<file path="src/rtl/mem_pkg.sv">
// Shared memory-side types for the store buffer: bus widths, the buffered
// entry layout and the word-address compare used for load/store matching.
package mem_pkg;

  localparam int ADDR_W = 32;
  localparam int DATA_W = 32;

  typedef struct packed {
    logic [ADDR_W-1:0] addr;
    logic [DATA_W-1:0] data;
  } sb_entry_t;

  // Byte offset bits are ignored: two accesses collide when they touch the same word.
  function automatic logic same_word(input logic [ADDR_W-1:0] a, input logic [ADDR_W-1:0] b);
    return a[ADDR_W-1:2] == b[ADDR_W-1:2];
  endfunction

endpackage

</file>
<file path="src/rtl/store_buffer_if.sv">
// Pipeline and data_memory signals seen by the store buffer. The slave side is
// the buffer itself; the master side is the MEM stage plus data_memory.
interface store_buffer_if import mem_pkg::*; #(
  parameter int DEPTH = 4
);

  logic                           st_valid;
  logic [ADDR_W-1:0]              st_addr;
  logic [DATA_W-1:0]              st_data;
  logic                           ld_valid;
  logic [ADDR_W-1:0]              ld_addr;
  logic [DATA_W-1:0]              ld_data;
  logic                           ld_hit;
  logic                           stall;
  logic                           mem_write;
  logic [ADDR_W-1:0]              mem_address;
  logic [DATA_W-1:0]              mem_write_data;
  logic [DATA_W-1:0]              mem_read_data;
  logic [$clog2(DEPTH+1)-1:0]     count;

  modport master (
    output st_valid, st_addr, st_data, ld_valid, ld_addr, mem_read_data,
    input  ld_data, ld_hit, stall, mem_write, mem_address, mem_write_data, count
  );

  modport slave (
    input  st_valid, st_addr, st_data, ld_valid, ld_addr, mem_read_data,
    output ld_data, ld_hit, stall, mem_write, mem_address, mem_write_data, count
  );

endinterface

</file>
<file path="src/rtl/sb_match.sv">
// Compares a load address against every valid buffered store and reports the
// youngest matching entry, scanning backwards from the tail pointer.
module sb_match import mem_pkg::*; #(
  parameter int DEPTH = 4
) (
  input  logic [ADDR_W-1:0]          entry_addr [DEPTH],
  input  logic [DEPTH-1:0]           entry_valid,
  input  logic [$clog2(DEPTH)-1:0]   tail,
  input  logic [ADDR_W-1:0]          ld_addr,
  output logic                       any_match,
  output logic [$clog2(DEPTH)-1:0]   match_idx
);

  localparam int PTR_W = $clog2(DEPTH);

  logic [DEPTH-1:0] hit;
  logic [PTR_W-1:0] idx;

  generate
    for (genvar gi = 0; gi < DEPTH; gi++) begin : g_cmp
      assign hit[gi] = entry_valid[gi] && same_word(entry_addr[gi], ld_addr);
    end
  endgenerate

  // Oldest slot visited first so the youngest hit (tail-1) is written last.
  always_comb begin
    any_match = 1'b0;
    match_idx = '0;
    idx       = '0;
    for (int k = DEPTH; k >= 1; k--) begin
      idx = tail - PTR_W'(k);
      if (hit[idx]) begin
        any_match = 1'b1;
        match_idx = idx;
      end
    end
  end

endmodule

</file>
<file path="src/rtl/store_buffer.sv">
// Posted-store FIFO in front of single-port data_memory; stores drain whenever
// no load needs the port. STORE_FWD_EN selects load forwarding instead of stalls.
module store_buffer import mem_pkg::*; #(
  parameter int DEPTH = 4
) (
  input  logic           clk,
  input  logic           reset,
  store_buffer_if.slave  bus
);

  localparam int PTR_W = $clog2(DEPTH);
  localparam int CNT_W = $clog2(DEPTH + 1);

  sb_entry_t         entry_reg [DEPTH];
  logic [PTR_W-1:0]  head_reg;
  logic [PTR_W-1:0]  tail_reg;
  logic [CNT_W-1:0]  count_reg;

  logic [ADDR_W-1:0] entry_addr [DEPTH];
  logic [PTR_W-1:0]  offset [DEPTH];
  logic [DEPTH-1:0]  entry_valid;
  logic              any_match;
  logic [PTR_W-1:0]  match_idx;
  logic              full, conflict, force_drain, serve_load, drain, push;

  generate
    for (genvar gi = 0; gi < DEPTH; gi++) begin : g_valid
      assign entry_addr[gi]  = entry_reg[gi].addr;
      assign offset[gi]      = PTR_W'(gi) - head_reg;
      assign entry_valid[gi] = CNT_W'(offset[gi]) < count_reg;
    end
  endgenerate

  sb_match #(.DEPTH(DEPTH)) u_match (
    .entry_addr  (entry_addr),
    .entry_valid (entry_valid),
    .tail        (tail_reg),
    .ld_addr     (bus.ld_addr),
    .any_match   (any_match),
    .match_idx   (match_idx)
  );

  assign full = (count_reg == CNT_W'(DEPTH));
`ifdef STORE_FWD_EN
  assign conflict = 1'b0;
`else
  assign conflict = any_match;
`endif
  assign force_drain = full || (bus.ld_valid && conflict);
  assign serve_load  = bus.ld_valid && !force_drain;
  // Reset blocks the drain so a write in flight never reaches memory.
  assign drain       = !reset && !serve_load && (count_reg != '0);
  assign push        = !reset && bus.st_valid && !full;

  assign bus.mem_write      = drain;
  assign bus.mem_address    = drain ? entry_reg[head_reg].addr : bus.ld_addr;
  assign bus.mem_write_data = entry_reg[head_reg].data;
  assign bus.count          = count_reg;
  assign bus.stall          = !reset && ((bus.st_valid && full) ||
                                         (bus.ld_valid && force_drain) ||
                                         (bus.st_valid && bus.ld_valid));

`ifdef STORE_FWD_EN
  logic fwd_hit;
  assign fwd_hit     = !reset && bus.ld_valid && !bus.st_valid && any_match;
  assign bus.ld_hit  = fwd_hit;
  assign bus.ld_data = fwd_hit ? entry_reg[match_idx].data : bus.mem_read_data;
`else
  logic unused_match_idx;
  assign unused_match_idx = ^match_idx;
  assign bus.ld_hit  = 1'b0;
  assign bus.ld_data = bus.mem_read_data;
`endif

  always_ff @(posedge clk) begin
    if (reset) begin
      head_reg  <= '0;
      tail_reg  <= '0;
      count_reg <= '0;
    end else begin
      if (push) begin
        entry_reg[tail_reg] <= sb_entry_t'{addr: bus.st_addr, data: bus.st_data};
        tail_reg            <= tail_reg + 1'b1;
      end
      if (drain) begin
        head_reg <= head_reg + 1'b1;
      end
      case ({push, drain})
        2'b10:   count_reg <= count_reg + 1'b1;
        2'b01:   count_reg <= count_reg - 1'b1;
        default: count_reg <= count_reg;
      endcase
    end
  end

endmodule

</file>
<file path="src/flat_wrapper.sv">
// flat-port wrapper written by rule: the top's interface ports become plain ports
module store_buffer_flat import mem_pkg::*;
#(
  parameter int DEPTH = 4
)
  (clk, reset, bus_st_valid, bus_st_addr, bus_st_data, bus_ld_valid, bus_ld_addr, bus_mem_read_data, bus_ld_data, bus_ld_hit, bus_stall, bus_mem_write, bus_mem_address, bus_mem_write_data, bus_count);
  store_buffer_if #(.DEPTH(DEPTH)) bus_i ();
  input  logic clk;
  input  logic reset;
  input wire logic [$bits(bus_i.st_valid)-1:0] bus_st_valid;
  input wire logic [$bits(bus_i.st_addr)-1:0] bus_st_addr;
  input wire logic [$bits(bus_i.st_data)-1:0] bus_st_data;
  input wire logic [$bits(bus_i.ld_valid)-1:0] bus_ld_valid;
  input wire logic [$bits(bus_i.ld_addr)-1:0] bus_ld_addr;
  input wire logic [$bits(bus_i.mem_read_data)-1:0] bus_mem_read_data;
  output wire logic [$bits(bus_i.ld_data)-1:0] bus_ld_data;
  output wire logic [$bits(bus_i.ld_hit)-1:0] bus_ld_hit;
  output wire logic [$bits(bus_i.stall)-1:0] bus_stall;
  output wire logic [$bits(bus_i.mem_write)-1:0] bus_mem_write;
  output wire logic [$bits(bus_i.mem_address)-1:0] bus_mem_address;
  output wire logic [$bits(bus_i.mem_write_data)-1:0] bus_mem_write_data;
  output wire logic [$bits(bus_i.count)-1:0] bus_count;
  assign bus_i.st_valid = bus_st_valid;
  assign bus_i.st_addr = bus_st_addr;
  assign bus_i.st_data = bus_st_data;
  assign bus_i.ld_valid = bus_ld_valid;
  assign bus_i.ld_addr = bus_ld_addr;
  assign bus_i.mem_read_data = bus_mem_read_data;
  assign bus_ld_data = bus_i.ld_data;
  assign bus_ld_hit = bus_i.ld_hit;
  assign bus_stall = bus_i.stall;
  assign bus_mem_write = bus_i.mem_write;
  assign bus_mem_address = bus_i.mem_address;
  assign bus_mem_write_data = bus_i.mem_write_data;
  assign bus_count = bus_i.count;
  store_buffer #(.DEPTH(DEPTH)) u_core (.clk(clk), .reset(reset), .bus(bus_i));
endmodule
</file>
<file path="config.mk">
export PLATFORM = sky130hd
export DESIGN_NAME = store_buffer_flat
export DESIGN_NICKNAME = d
export VERILOG_FILES = /design/src/rtl/mem_pkg.sv /design/src/rtl/store_buffer_if.sv /design/src/rtl/sb_match.sv /design/src/rtl/store_buffer.sv /design/src/flat_wrapper.sv
export SDC_FILE = /design/constraint.sdc
export NUM_CORES = 1
export LEC_CHECK = 0
export CAP_MARGIN = 5
export CORE_AREA = 3 3 193 195
export CTS_CLUSTER_DIAMETER = 60
export CTS_CLUSTER_SIZE = 30
export DETAILED_ROUTE_END_ITERATION = 6
export DIE_AREA = 0 0 196 198
export HOLD_SLACK_MARGIN = 0.06
export SLEW_MARGIN = 30
export SYNTH_ARGS = -nofsm -noshare
export SYNTH_HDL_FRONTEND = slang
export SYNTH_SLANG_ARGS = --single-unit
</file>
<file path="constraint.sdc">
create_clock -name clk -period 7.8 [get_ports clk]
set_input_delay 1.17 -clock clk [delete_from_list [all_inputs] [get_ports clk]]
set_output_delay 1.17 -clock clk [all_outputs]
set_load 0.03 [all_outputs]
</file>
# Word level (Yosys, flattened, before mapping)
# Memory sizes are Yosys's and may differ from the RTL's. A register that Yosys moved wholly into a read port is not among the register bits.
# Index checks and enable logic that the tools add are counted.
[word_totals]
output_inout_bits = 102
ramBits = 256
regBits = 7
memories = 1
[memory_table]
columns = ["name", "depth", "width", "rd", "rd_ports_with_merged_regs", "wr", "line", "rtl"]
rows = [
  ["u_core.entry_reg", 4, 64, 5, 1, 1, "store_buffer.sv:14", "sb_entry_t entry_reg [DEPTH];"],
]
[op_classes]
muxes = 19
magnitude_cmp = 8
eq_ne = 7
addsub = 11
n_reduce_logical = 23
[op_table]
columns = ["cell", "count"]
rows = [
  ["$eq 30x30->1", 4],
  ["$mux 32", 1],
  ["$logic_and 1x1->1", 14],
  ["$lt 2x3->1", 4],
  ["$lt 2x3->1 const B", 4],
  ["$mux 1", 11],
  ["$bmux 1 s2", 4],
  ["$pmux 3 s2", 1],
  ["$add 2x1->2 const B", 2],
  ["$logic_not 1->1", 4],
  ["$mux 2", 2],
  ["$sub 1x2->2 const A", 2],
  ["$sub 2x2->2 const A", 2],
  ["$sub 2x2->2 const B", 2],
  ["$add 3x1->3 const B", 1],
  ["$eq 3x3->1 const B", 1],
  ["$logic_or 1x1->1", 3],
  ["$reduce_bool 3->1", 1],
  ["$sub 3x1->3 const B", 1],
  ["$eq 2x1->1 const B", 1],
  ["$eq 2x2->1 const B", 1],
  ["$reduce_bool 2->1", 1],
  ["$sub 2x1->2 const B", 1],
]

# Logic depth before layout (Yosys ltp)
# Gate-level depths: netlist (run 1).
[logic_depth]
ltp_word = 18
mapped_depth = 15
mapped_depth_nobuf = 14

# By module
# From an unflattened synthesis (run 1), not the netlist that was laid out.
[hier_totals]
cells_unflattened = 663
area_unflattened_um2 = 11994.0
[by_module_without_submodules]
columns = ["module", "seq_area_each_um2", "n_inst", "area_each_um2", "cells_each"]
rows = [
  ["store_buffer", 7867.5, 1, 10508.8, 481],
  ["sb_match", 0.0, 1, 1485.2, 182],
]

# Worst setup path before layout (run 1)
# OpenSTA, ideal clock, no wires.
[synth_path]
path_kind = "in2out"
from = "input port bus_ld_addr[19]"
to = "output port bus_mem_address[10]"
stages = 9
t_arrival_ps = 2796
path_slack_ps = 3834
path_cell_list = "buf_6 > xor2_1 > a2111o_1 > a21oi_1 > a31oi_1 > nand4_2 > o211ai_4 > buf_6 > mux2_4"
[synth_between]
elab_chain_cells = 16
[synth_lines]
columns = ["item", "line", "rtl"]
rows = [
  ["start, declared", "flat_wrapper.sv:14", "input wire logic [$bits(bus_i.ld_addr)-1:0] bus_ld_addr;"],
  ["$eq 30x30->1", "mem_pkg.sv:15", "return a[ADDR_W-1:2] == b[ADDR_W-1:2];"],
  ["$logic_and 1x1->1", "sb_match.sv:21", "assign hit[gi] = entry_valid[gi] && same_word(entry_addr[gi], ld_addr);"],
  ["$bmux 1 s2", "sb_match.sv:32", "if (hit[idx]) begin"],
  ["$mux 1 (implied by the code)", "sb_match.sv:32", ""],
  ["$mux 1 (3 in series)", "sb_match.sv:32", ""],
  ["$mux 1 *", "sb_match.sv:32", ""],
  ["$logic_and 1x1->1 *", "store_buffer.sv:49", "assign force_drain = full || (bus.ld_valid && conflict);"],
  ["$logic_or 1x1->1 *", "store_buffer.sv:49", ""],
  ["$logic_not 1->1 *", "store_buffer.sv:50", "assign serve_load = bus.ld_valid && !force_drain;"],
  ["$logic_and 1x1->1 *", "store_buffer.sv:50", ""],
  ["$logic_not 1->1 *", "store_buffer.sv:52", "assign drain = !reset && !serve_load && (count_reg != '0);"],
  ["$logic_and 1x1->1 * (2 in series)", "store_buffer.sv:52", ""],
  ["$mux 32 *", "store_buffer.sv:56", "assign bus.mem_address = drain ? entry_reg[head_reg].addr : bus.ld_addr;"],
  ["end, declared", "flat_wrapper.sv:20", "output wire logic [$bits(bus_i.mem_address)-1:0] bus_mem_address;"],
]
# Every way passes the cells marked *; elsewhere a longest branch is shown, timed or not. The select of a mux whose other input is x is not followed.

# Worst setup path after layout (run 1)
[layout_path]
from = "input port bus_ld_addr[29]"
to = "output port bus_mem_address[14]"
# Same word-level chain as after synthesis.

==> key figures, run 1 <==
Status
  • Status: completed

Synth
  • Top cells by area, synth: edfxtp_1, mux4_2, xnor2_1, mux2_4, buf_4
  • Synth Cell Area: 12060 um2
  • Top-count cell post-synth: edfxtp_1
  • Post-synth top cells: edfxtp_1, xnor2_1, mux4_2
  • Post-synth EDFFs: 256
  • Number of synthesized register bits: 265
  • Synth async-reset ratio: 0
  • Ys Warns: 0
  • Sequential area share after synthesis: 0.6521
  • Syn Area/Cell: 17.93 um2
  • Count of different cell masters after synthesis: 35
  • Syn nets: 815
  • Synth Instances: 673
  • Top-area cell type share of the netlist area: 0.6372
  • Synth Flop Type: edfxtp_1
  • Yosys top cell by area: edfxtp_1

Die
  • Die area: 38810 um2
  • Die X: 196 um
  • Initial Util: 0.3392
  • Site Rows: 69
  • Number of I/O pins: 234
  • Die H: 198 um
  • CORE AREA: 35570 um2

STA
  • Max Fclk: 173.0 MHz
  • Fin crit period: 5780 ps
  • Max_slew headroom: 0.4050
  • Setup Skew: 14.90 ps
  • Slew @ Worst Pin: 892.5 ps
  • Final hold viol count: 0
  • Period utilization: 0.7411
  • Final setup TNS: 0 ps
  • Max-slew violations: 0
  • Final setup viols: 0
  • Unrepaired setup endpoints after global routing: false

Finish
  • Fraction of layout cells with a size suffix above 1: 0.1971
  • Layout Cells excl Fill: 1278
  • Area grow syn2layout: 23.29%
  • Nets: 939
  • # diodes: 0
  • Utilization after layout: 0.4182
  • Filler cell count: 3226
  • Largest register FFs: 256

Clocking
  • Clk pin slew, worst setup/hold paths: 70 ps
  • Post-CTS sizing: 0
  • CTS tree: built
  • CTS Sinks: 265
  • Worst-case clock buffer depth: 3
  • Num CTS Buffers: 26
  • Htree depth: 1
  • Clock root buffer: clkbuf_16
  • Number of setup buffers added after CTS: 0
  • CTS Hold Buffers Added: 0
  • Clk_lat worst skew: 540 ps

Worst setup path
  • Arrival @ worst endpoint: 4610 ps
  • Crit-path slowest cell: clkdlybuf4s50_1
  • Critical path's largest stage delay: 590 ps
  • Crit-path cells: clkdlybuf4s50_1 > xnor2_1 > nand4_1 > nor4_1 > a31oi_1 > nand4_2 > o211ai_4 > buf_4 > mux2_4 > clkdlybuf4s50_1
  • Startpoint Class: input port
  • CP max FO: 14
  • Crit path kind: input port to primary output
  • CP Data Required Time: 6630 ps
  • Most used cell, CP: clkdlybuf4s50_1
  • Nature of the critical path endpoint: primary output

Global route
  • Total global-route track usage: 0.1515
  • Antenna violations before repair: 6
  • Gr ovfl total: 0
  • Pin count of the biggest net entering global routing: 65
  • GRT met2 Usage: 0.2548
  • Most Crowded Layer GR: met2
  • Vias in the first global route: 6853
  • Met1 usage: 0.2005
  • GR Util met3: 0.03403
  • First-pass GRT wire length: 44.10 mm

Placed design
  • Routability Congestion: 0.8381
  • Placed insts: 1230
  • Buffers on Ports: 168
  • Dpl hpwl: 20.68 mm

Detailed routing
  • 1st-iter DRT viols: 293
  • DR vias/cell: 4.923
  • ANT nets after route: 0
  • Per-cell routed wire length: 23.35 um
  • WL final: 29.84 mm
  • DRC violations left: 0
  • Pre-antenna DRT Iters: 7
  • Vias: 6291

Hold path
  • Hold WC Path Type: register to register

Pwr
  • Pwr Density: 237.2 nW/um2
  • Static Leak: 4.704 nW
  • Peak supply drop: 0.1656 mV

Flow run
  • Max-Cap Viols: 0
-- cell type report --
cell class | instances | area [um2] | share of cell area
Clock buffer | 29 | 683.2 | 0.04593
Clock inverter | 19 | 235.2 | 0.01581
Inverter | 14 | 52.55 | 0.003533
Multi-Input combinational cell | 313 | 3654 | 0.2456
Sequential cell | 265 | 7875 | 0.5294
Tap cell | 461 | 576.8 | 0.03878
Timing Repair Buffer | 177 | 1798 | 0.1209
-- per-stage QoR --
step | hold slack, ps | setup slack, ps | total power, mW | area [um2]
final | 568.0 | 2020 | 3.528 | 14870
after floorplan | 517.5 | 3834 | 2.046 | 12060
after global routing | 619.3 | 1898 | 3.663 | 14870
after CTS | 570.3 | 2022 | 3.574 | 14870
after detailed placement | 553.0 | 2030 | 2.244 | 13960
after global placement | 556.2 | 1742 | 2.240 | 13880
-- cell families after synthesis --
group	Yosys count	share of synthesized area
AO/OA/AOI/OAI	17	0.01037
XOR/XNOR	124	0.09002
adder cells (fa/ha/maj)	10	0.01099
buffers and inverters	95	0.04584
flip-flops	265	0.6521
multiplexers	100	0.1620
other	1	0.0003108
AND/OR/NAND/NOR	61	0.02831
-- worst paths after layout --
check,cells past startpoint,to,slack (ps),startpoint
worst min register to register,2,u_core.tail_reg[1],570,u_core.tail_reg[1]
worst max register to register,14,u_core.bus.count[2],4050,u_core.entry_reg[2][61]
worst min-delay path,2,u_core.tail_reg[1],570,u_core.tail_reg[1]
worst max-delay path,10,bus_mem_address[14],2020,bus_ld_addr[29]
-- metal layers --
metal / share of wire / up-vias
met4: 0.026 / 10
met2: 0.48 / 195
met5: 0.0021 / -
met1: 0.42 / 3201
li1: - / 2807
met3: 0.071 / 78
-- layout by cell type (no fill, tap or decap), types with 2 or more instances in the layout --
cell type,synthesis,layout
inv_6,0,8
mux2_2,6,6
and2_4,0,4
ha_1,9,9
nand4_1,26,26
mux4_2,64,64
clkinv_8,0,3
a2111oi_0,3,3
inv_1,14,14
o21ai_0,3,3
nand3_1,6,6
a21oi_1,6,6
edfxtp_1,256,256
mux2_4,29,29
dfxtp_1,9,7
clkbuf_1,9,2
xor2_1,14,14
buf_4,33,5
nor2_1,10,10
buf_12,0,2
clkdlybuf4s50_1,0,168
nor4_1,4,4
xnor2_1,110,110
nand2_1,3,3
clkbuf_16,0,27
inv_8,0,3
dfxtp_4,0,2
nor3_1,5,5
inv_16,0,2
-- report_power, final --
group	switching, mW	internal, mW	total (mW)
registers	0.0407	1.61	1.65
clock network	0.615	0.710	1.33
logic	0.282	0.271	0.553
total	0.938	2.59	3.53
-- critical path: cells and delay by family --
kind,cells,cell delay (ps)
buf+inv,3,1460
simple gates,3,810
compound gates,2,420
xor+xnor,1,410
mux,1,320
Note: power is estimated with default switching activity, not from simulation.
==> inputs of run 2 (changes only) <==
clock period = 5.1 ns   (was 7.8 ns; I/O delays follow)
==> key figures, run 2 (synthesis gave the netlist of run 1 again) <==
Status
  • Status: completed

Global route
  • Vias in the first global route: 6786
  • First-pass GRT wire length: 44.48 mm
  • Total global-route track usage: 0.1539
  • Gr ovfl total: 0
  • Pin count of the biggest net entering global routing: 42
  • Antenna violations before repair: 3

Die
  • Number of I/O pins: 234
  • Die X: 196 um
  • Die H: 198 um
  • Initial Util: 0.3392
  • CORE AREA: 35570 um2
  • Die area: 38810 um2
  • Site Rows: 69

Pwr
  • Peak supply drop: 0.2719 mV
  • Clk pwr share: 0.378
  • Sw frac: 0.2825
  • P_sw: 1.538 mW
  • Gate power share: 0.161
  • Pint: 3.905 mW
  • Static Leak: 4.747 nW
  • Sequential share of power: 0.462
  • Pwr Density: 363.7 nW/um2

STA
  • Max-slew violations: 0
  • Fin crit period: 4633 ps
  • Max Fclk: 215.8 MHz
  • Final setup viols: 0
  • Max_slew headroom: 0.5166
  • Period utilization: 0.9085
  • Final hold viol count: 0
  • Final setup TNS: 0 ps
  • Unrepaired setup endpoints after global routing: false
  • Setup Skew: 15.30 ps
  • Slew @ Worst Pin: 725.1 ps
  • Hold Slack: 562.2 ps

Detailed routing
  • Pre-antenna DRT Iters: 4
  • Per-cell routed wire length: 23.63 um
  • DRC violations left: 0
  • DR vias/cell: 4.929
  • Vias: 6334
  • ANT nets after route: 0
  • 1st-iter DRT viols: 411
  • WL final: 30.37 mm

Clocking
  • Clk_lat worst skew: 550 ps
  • Worst-case clock buffer depth: 3
  • Num CTS Buffers: 25
  • Htree depth: 1
  • Post-CTS sizing: 0
  • Clock root buffer: clkbuf_16
  • CTS tree: built
  • CTS Sinks: 265
  • Clk pin slew, worst setup/hold paths: 80 ps
  • CTS Hold Buffers Added: 0
  • Number of setup buffers added after CTS: 0

Worst setup path
  • Crit path kind: input port to primary output
  • Nature of the critical path endpoint: primary output
  • Crit-path slowest cell: clkdlybuf4s50_1
  • CP Data Required Time: 4340 ps
  • Startpoint Class: input port
  • CP max FO: 9
  • Arrival @ worst endpoint: 3870 ps
  • Critical path's largest stage delay: 610 ps
  • Crit-path cells: clkdlybuf4s50_1 > xnor2_1 > nand4_1 > nor4_1 > nand4_1 > nand4_2 > o211ai_4 > buf_4 > mux2_4 > clkdlybuf4s50_1
  • Worst R2R Setup Slack: 1560 ps

Placed design
  • Dpl hpwl: 21.55 mm
  • Buffers on Ports: 168
  • Routability Congestion: 0.8445

Finish
  • Fraction of layout cells with a size suffix above 1: 0.2075
  • # diodes: 0
  • Largest register FFs: 256
  • Nets: 947
  • Area grow syn2layout: 24.05%
  • Most frequent cells in the layout: edfxtp_1, clkdlybuf4s50_1, xnor2_1
  • Leading cell type in the layout, fill and taps excluded: edfxtp_1
  • Filler cell count: 3224

Flow run
  • Max-Cap Viols: 0

Hold path
  • Hold WC Path Type: register to register
==> run 2: final cells by class <==
class | count | area, um2 | share of cell area
tap | 461 | 576.8 | 0.03854
multi-input combinational | 313 | 3654 | 0.2441
inverter | 14 | 52.55 | 0.003511
timing repair buffer | 186 | 1862 | 0.1244
clock inverter | 21 | 320.3 | 0.02140
clock buffer | 25 | 625.6 | 0.04180
sequential | 265 | 7875 | 0.5262
==> run 2: through the flow <==
step	setup slack, ps	cells	power, mW	util	area [um2]
floorplan	1557	673	3.129	-	12060
global placement	491.9	1237	3.439	0.3928	13970
detailed placement	450.0	1239	3.448	0.3942	14020
CTS	447.5	1285	5.508	0.4207	14970
global route	309.3	1285	5.650	0.4207	14970
finish	466.9	1285	5.443	0.4207	14970
==> run 2: power groups by stage <==
stage	Combinational, mW	Clock (mW)	Sequential [mW]
5_1_grt	0.925	2.20	2.52
2_1_floorplan	0.589	0	2.54
3_5_place_dp	0.882	0	2.57
3_3_place_gp	0.852	0	2.59
4_1_cts	0.887	2.11	2.52
6_report	0.874	2.06	2.51
==> run 2: per-layer routing <==
layer | global-route usage | wire length, um | vias to the layer above
met3 | 0.03080 | 1911 | 73
li1 | - | - | 2824
met2 | 0.2555 | 14570 | 209
met4 | 0.04014 | 739 | 6
met5 | 0 | 46 | -
met1 | 0.2087 | 13090 | 3222
==> run 2: worst paths after layout <==
kind,startpoint,end,cells after the start
hold / removal,u_core.tail_reg[1],u_core.tail_reg[1],2
setup reg to reg,u_core.bus.count[1],u_core.bus.count[2],15
hold reg to reg,u_core.tail_reg[1],u_core.tail_reg[1],2
setup / recovery,bus_ld_addr[30],bus_mem_address[27],10
==> run 2: critical path: cells and delay by family <==
family          cells  cell delay, ps
xor+xnor            1             340
compound gates      1             100
mux                 1             320
buf+inv             3            1450
simple gates        4             870
